**src/rtl/sa_pkg.sv**
```systemverilog
// Shared constants and state encoding for the systolic-array result path
// (imported by sa_result_drain and the systolic-array wrapper).
package sa_pkg;

    localparam int SA_DATA_BITS  = 32;
    localparam int SA_DATAC_BITS = 128;
    localparam int SA_ROWS       = 4;
    localparam int SA_COLS       = 4;
    localparam int SA_WORDS      = 16;
    localparam int SA_IDX_BITS   = 4;
    localparam int SA_CNT_BITS   = 8;

    typedef enum logic {
        ST_IDLE = 1'b0,
        ST_SEND = 1'b1
    } drain_state_e;

    // Saturating increment for the 8-bit event counter.
    function automatic logic [SA_CNT_BITS-1:0] sat_inc8(input logic [SA_CNT_BITS-1:0] v);
        if (v == 8'hFF) begin
            sat_inc8 = v;
        end else begin
            sat_inc8 = v + 8'd1;
        end
    endfunction

endpackage

```
**src/rtl/sa_result_drain.sv**
```systemverilog
// Drains a captured 4x4 result matrix as a 16-word row-major stream.
// Optional build macro SA_DRAIN_RELU_EN clamps negative words to zero at the output.
module sa_result_drain
    import sa_pkg::*;
#(
    parameter int DATA_BITS  = SA_DATA_BITS,
    parameter int DATAC_BITS = SA_DATAC_BITS
) (
    input  logic                  clk,
    input  logic                  rst,
    input  logic                  sa_done,
    input  logic [DATAC_BITS-1:0] local_buffer_C0,
    input  logic [DATAC_BITS-1:0] local_buffer_C1,
    input  logic [DATAC_BITS-1:0] local_buffer_C2,
    input  logic [DATAC_BITS-1:0] local_buffer_C3,
    output logic [DATA_BITS-1:0]  m_tdata,
    output logic                  m_tvalid,
    input  logic                  m_tready,
    output logic                  m_tlast,
    output logic                  busy,
    output logic                  overrun,
    output logic [7:0]            overrun_cnt
);

    drain_state_e           state_q, state_d;
    logic [SA_IDX_BITS-1:0] idx_q, idx_d;
    logic [DATAC_BITS-1:0]  cap_q [SA_ROWS];
    logic [DATAC_BITS-1:0]  cap_d [SA_ROWS];
    logic [DATA_BITS-1:0]   m_tdata_q, m_tdata_d;
    logic                   m_tvalid_q, m_tvalid_d;
    logic                   m_tlast_q, m_tlast_d;
    logic                   busy_q, busy_d;
    logic                   overrun_q, overrun_d;
    logic [SA_CNT_BITS-1:0] overrun_cnt_q, overrun_cnt_d;

    logic                   hs_s;
    logic                   last_hs_s;
    logic [DATAC_BITS-1:0]  row_s;
    logic [DATA_BITS-1:0]   word_s;

    // Next-state: capture, word index advance and overrun detection.
    always_comb begin
        state_d       = state_q;
        idx_d         = idx_q;
        cap_d         = cap_q;
        overrun_d     = 1'b0;
        overrun_cnt_d = overrun_cnt_q;
        hs_s          = (state_q == ST_SEND) && m_tready;
        last_hs_s     = hs_s && (idx_q == 4'(SA_WORDS - 1));

        case (state_q)
            ST_IDLE: begin
                if (sa_done) begin
                    cap_d[0] = local_buffer_C0;
                    cap_d[1] = local_buffer_C1;
                    cap_d[2] = local_buffer_C2;
                    cap_d[3] = local_buffer_C3;
                    idx_d    = 4'd0;
                    state_d  = ST_SEND;
                end else begin
                    state_d = ST_IDLE;
                end
            end
            ST_SEND: begin
                if (last_hs_s) begin
                    // A new matrix landing on the final handshake is taken without a bubble.
                    idx_d = 4'd0;
                    if (sa_done) begin
                        cap_d[0] = local_buffer_C0;
                        cap_d[1] = local_buffer_C1;
                        cap_d[2] = local_buffer_C2;
                        cap_d[3] = local_buffer_C3;
                        state_d  = ST_SEND;
                    end else begin
                        state_d = ST_IDLE;
                    end
                end else begin
                    if (hs_s) begin
                        idx_d = idx_q + 4'd1;
                    end else begin
                        idx_d = idx_q;
                    end
                    if (sa_done) begin
                        overrun_d     = 1'b1;
                        overrun_cnt_d = sat_inc8(overrun_cnt_q);
                    end else begin
                        overrun_d = 1'b0;
                    end
                end
            end
            default: begin
                state_d = ST_IDLE;
                idx_d   = 4'd0;
            end
        endcase
    end

    // Output words are selected from next-state so every stream output is a flop.
    always_comb begin
        row_s  = cap_d[idx_d[3:2]];
        word_s = row_s[(SA_COLS - 1 - int'(idx_d[1:0])) * DATA_BITS +: DATA_BITS];
        if (state_d == ST_SEND) begin
            m_tvalid_d = 1'b1;
            busy_d     = 1'b1;
            m_tlast_d  = (idx_d == 4'(SA_WORDS - 1));
`ifdef SA_DRAIN_RELU_EN
            if (word_s[DATA_BITS-1]) begin
                m_tdata_d = '0;
            end else begin
                m_tdata_d = word_s;
            end
`else
            m_tdata_d = word_s;
`endif
        end else begin
            m_tvalid_d = 1'b0;
            busy_d     = 1'b0;
            m_tlast_d  = 1'b0;
            m_tdata_d  = '0;
        end
    end

    // State, capture and output registers with synchronous reset.
    always_ff @(posedge clk) begin
        if (rst) begin
            state_q       <= ST_IDLE;
            idx_q         <= 4'd0;
            for (int r = 0; r < SA_ROWS; r++) begin
                cap_q[r] <= '0;
            end
            m_tdata_q     <= '0;
            m_tvalid_q    <= 1'b0;
            m_tlast_q     <= 1'b0;
            busy_q        <= 1'b0;
            overrun_q     <= 1'b0;
            overrun_cnt_q <= 8'd0;
        end else begin
            state_q       <= state_d;
            idx_q         <= idx_d;
            for (int r = 0; r < SA_ROWS; r++) begin
                cap_q[r] <= cap_d[r];
            end
            m_tdata_q     <= m_tdata_d;
            m_tvalid_q    <= m_tvalid_d;
            m_tlast_q     <= m_tlast_d;
            busy_q        <= busy_d;
            overrun_q     <= overrun_d;
            overrun_cnt_q <= overrun_cnt_d;
        end
    end

    assign m_tdata     = m_tdata_q;
    assign m_tvalid    = m_tvalid_q;
    assign m_tlast     = m_tlast_q;
    assign busy        = busy_q;
    assign overrun     = overrun_q;
    assign overrun_cnt = overrun_cnt_q;

endmodule

```
**config.mk**
```make
export PLATFORM = sky130hd
export DESIGN_NAME = sa_result_drain
export DESIGN_NICKNAME = d
export VERILOG_FILES = /design/src/rtl/sa_pkg.sv /design/src/rtl/sa_result_drain.sv
export SDC_FILE = /design/constraint.sdc
export NUM_CORES = 1
export LEC_CHECK = 0
export BUFFER_PORTS_ARGS = -buffer_cell sky130_fd_sc_hd__buf_2
export CORE_MARGIN = 2
export CORE_UTILIZATION = 45
export DETAILED_ROUTE_END_ITERATION = 10
export GPL_ROUTABILITY_DRIVEN = 0
export PLACE_DENSITY = 0.75
export SLEW_MARGIN = 20
export SYNTH_ARGS = -nofsm -noshare
export SYNTH_HDL_FRONTEND = slang
export SYNTH_SLANG_ARGS = --single-unit
```
**constraint.sdc**
```tcl
create_clock -name clk -period 4.85 [get_ports clk]
set_input_delay 0.485 -clock clk [delete_from_list [all_inputs] [get_ports clk]]
set_output_delay 0.485 -clock clk [all_outputs]
set_load 0.05 [all_outputs]
```
==> results.py <==
metrics = {
    "outcome": {
        "status": "completed",
    },
    "place": {
        "place_ws_ns": 1.17,
        "dp_hpwl_um": 79700,
        "dp.cells": 4406,
        "portBuffers": 559,
    },
    "grt": {
        "grt_max_degree": 227,
        "grt_pass1_wl_um": 157000,
        "grt_overflow": 0,
        "antenna_found_initial": 26,
        "track_usage_pct": 35.5,
        "grt_pass1_vias": 24200,
    },
    "synthesis": {
        "syn_area_per_cell_um2": 7.58,
        "yosysTopAreaCell": "dfxtp_1",
        "synth_area_leaders": "dfxtp_1, nand2_1, a21oi_1",
        "synth_top_area_share_pct": 43.8,
        "syn_nets": 3887,
        "netlist_area_um2": 25600,
        "synth_seq_cells": 559,
        "synth_cells": 3369,
        "seq_area_frac_synth_pct": 43.8,
        "synth_warnings": 0,
        "ys_async_sr_fraction_pct": 0,
        "synth_edf_count": 0,
        "synthDistinctLibCells": 51,
        "synth_flop_cell": "dfxtp_1",
    },
    "worst_setup_path": {
        "path_max_fanout": 158,
        "end_kind": "flop",
        "start_kind": "flop",
        "r2r_cells": 7,
        "crit_arrival_ns": 4.42,
        "cp.required_ns": 5.33,
        "criticalPathCategory": "flop to flop",
    },
    "finish": {
        "drive_gt1_share_pct": 19.0,
        "nFillCells": 5445,
        "final_common_cell": "nand2_1",
        "area_growth_pct": 18.5,
        "final_cell_mix": "nand2_1, a21oi_1, buf_2",
        "multiInputGateArea_um2": 12900,
        "layout.nets": 4228,
        "final_cells": 4522,
        "fin_util_pct": 53.8,
        "register_area_um2": 11200,
    },
    "timing": {
        "final.min_clock_period_ns": 3.94,
        "fin_skew_ns": 0.0245,
        "slew_viol_final": 0,
        "slew_headroom_pct": 24.8,
        "layout_worst_path_cycle_share_pct": 81.2,
        "worst_slack_ns": 0.913,
        "worstMarginPinSlew_ns": 1.12,
        "fmax_ghz": 0.254,
        "rsz0062_at_grt": "no",
        "fin_tns_setup_ns": 0,
        "finalHoldViolCount": 0,
        "finalSetupViolCount": 0,
    },
    "hold_path": {
        "hp-class": "primary input to flop",
        "whs_path_depth": 3,
    },
    "power_and_ir_drop": {
        "vdd_ir_drop_max_mv": 0.260,
        "p_per_area_nw_per_um2": 367,
        "p_leak_nw": 12.4,
        "combPwrFrac_pct": 12.5,
        "p_seq_share_pct": 45.3,
        "switching_share_pct": 27.5,
        "p_clk_share_pct": 42.2,
        "netSwitchingPower_mw": 3.06,
        "cell_internal_pwr_mw": 8.05,
    },
    "detailed_routing": {
        "post_drt_wl_per_cell_um": 24.3,
        "drc": 0,
        "vias": 26700,
        "via_per_inst": 5.90,
        "drt-pass1-iter-count": 8,
        "wl_um": 110000,
        "drt_iter0_markers": 3943,
        "postRouteAntennaNets": 0,
    },
    "floorplanning": {
        "rows": 87,
        "io_pins": 560,
        "core_region_area_um2": 56300,
        "fp.dieH_um": 242,
        "die_area_um2": 58700,
        "start_util_pct": 45.4,
        "die_x_um": 242,
    },
    "clock_network": {
        "clk_pin_slew_worst_paths_ns": 0.06,
        "ctsResizeCount": 0,
        "cts_buffer_depth": 3,
        "cts_made_buffers": 58,
        "postCtsSetupBuffers": 0,
        "cts_num_sinks": 559,
        "cts_root_buf": "clkbuf_16",
        "tritoncts": "yes",
        "hold_buffers": 0,
        "h-tree-depth": 2,
        "clock_latency_ns": 0.64,
    },
    "job": {
        "maxCapViolCount": 0,
    },
}
==> per-layer routing <==
layer | vias up | global-route usage, % | routed length, um
met5 | - | 0 | 103
li1 | 12300 | - | -
met1 | 12400 | 43.1 | 40600
met2 | 1584 | 55.0 | 48800
met3 | 360 | 10.1 | 12200
met4 | 14 | 23.0 | 8230
==> cells in the mapped netlist, types with 54 or more instances <==
cell type,number
a211oi_1,64
a21o_1,65
a21oi_1,583
a31oi_1,54
buf_2,66
buf_4,60
clkbuf_1,181
dfxtp_1,559
mux2i_1,160
nand2_1,1132
nor2_1,111
o221ai_1,93
==> worst paths after layout <==
| kind | slack [ns] | endpoint | start |
|---|---|---|---|
| setup / recovery | 0.91 | m_tdata[17] | idx_q[3] |
| hold / removal | 0.08 | cap_q[103] | local_buffer_C3[103] |
| setup reg to reg | 0.91 | m_tdata[17] | idx_q[3] |
| hold reg to reg | 0.45 | cap_q[236] | cap_q[236] |
==> worst max-delay path: stages (launching register included) <==
cell      delay, ns
dfxtp_4        0.77
nand4_2        0.41
a21oi_4        0.43
buf_12         0.47
mux2i_1        0.38
o221ai_1       0.17
o21ai_0        0.73
nand3_1        0.18
==> metrics by stage <==
stage          hold WS [ns]  power, mW  instance area [um^2]
4_1_cts              0.0644       11.1                 30200
2_1_floorplan         0.433       5.87                 25600
6_report             0.0844       11.1                 30300
5_1_grt              0.0861       11.4                 30300
3_3_place_gp          0.442       6.46                 28300
3_5_place_dp          0.446       6.48                 28300
==> registers in the layout, summed over array words and instances (netlist names) <==
name,cells
m_tlast,1
state_q,1
overrun,1
idx_q,4
cap_q,512
overrun_cnt,8
m_tdata,32
==> kinds of logic (layout without fill, tap and decap cells) <==
logic type	Yosys count	count (layout)	share of synthesized area (%)
AO/OA/AOI/OAI	1014	1014	23.8
XOR/XNOR	6	6	0.206
adder cells (fa/ha/maj)	2	2	0.0979
buffers and inverters	322	706	6.08
flip-flops	559	559	43.8
multiplexers	161	161	6.31
other	0	13	0
AND/OR/NAND/NOR	1305	1305	19.7
==> final cells by class <==
| type | count | area share (%) |
|---|---|---|
| antenna | 13 | 0.107 |
| clock buffer | 80 | 5.54 |
| clock inverter | 23 | 0.975 |
| inverter | 3 | 0.0372 |
| multi-input combinational | 2488 | 42.5 |
| sequential | 559 | 37.0 |
| tap | 756 | 3.12 |
| timing repair buffer | 600 | 10.7 |
==> power groups by stage <==
| stage | logic (mW) | clock network [mW] | registers, mW |
|---|---|---|---|
| floorplan | 0.753 | 0 | 5.12 |
| global placement | 1.35 | 0 | 5.11 |
| detailed placement | 1.36 | 0 | 5.12 |
| CTS | 1.37 | 4.71 | 5.02 |
| global route | 1.48 | 4.88 | 5.05 |
| finish | 1.39 | 4.69 | 5.03 |
Note: power is estimated with default switching activity, not from simulation.
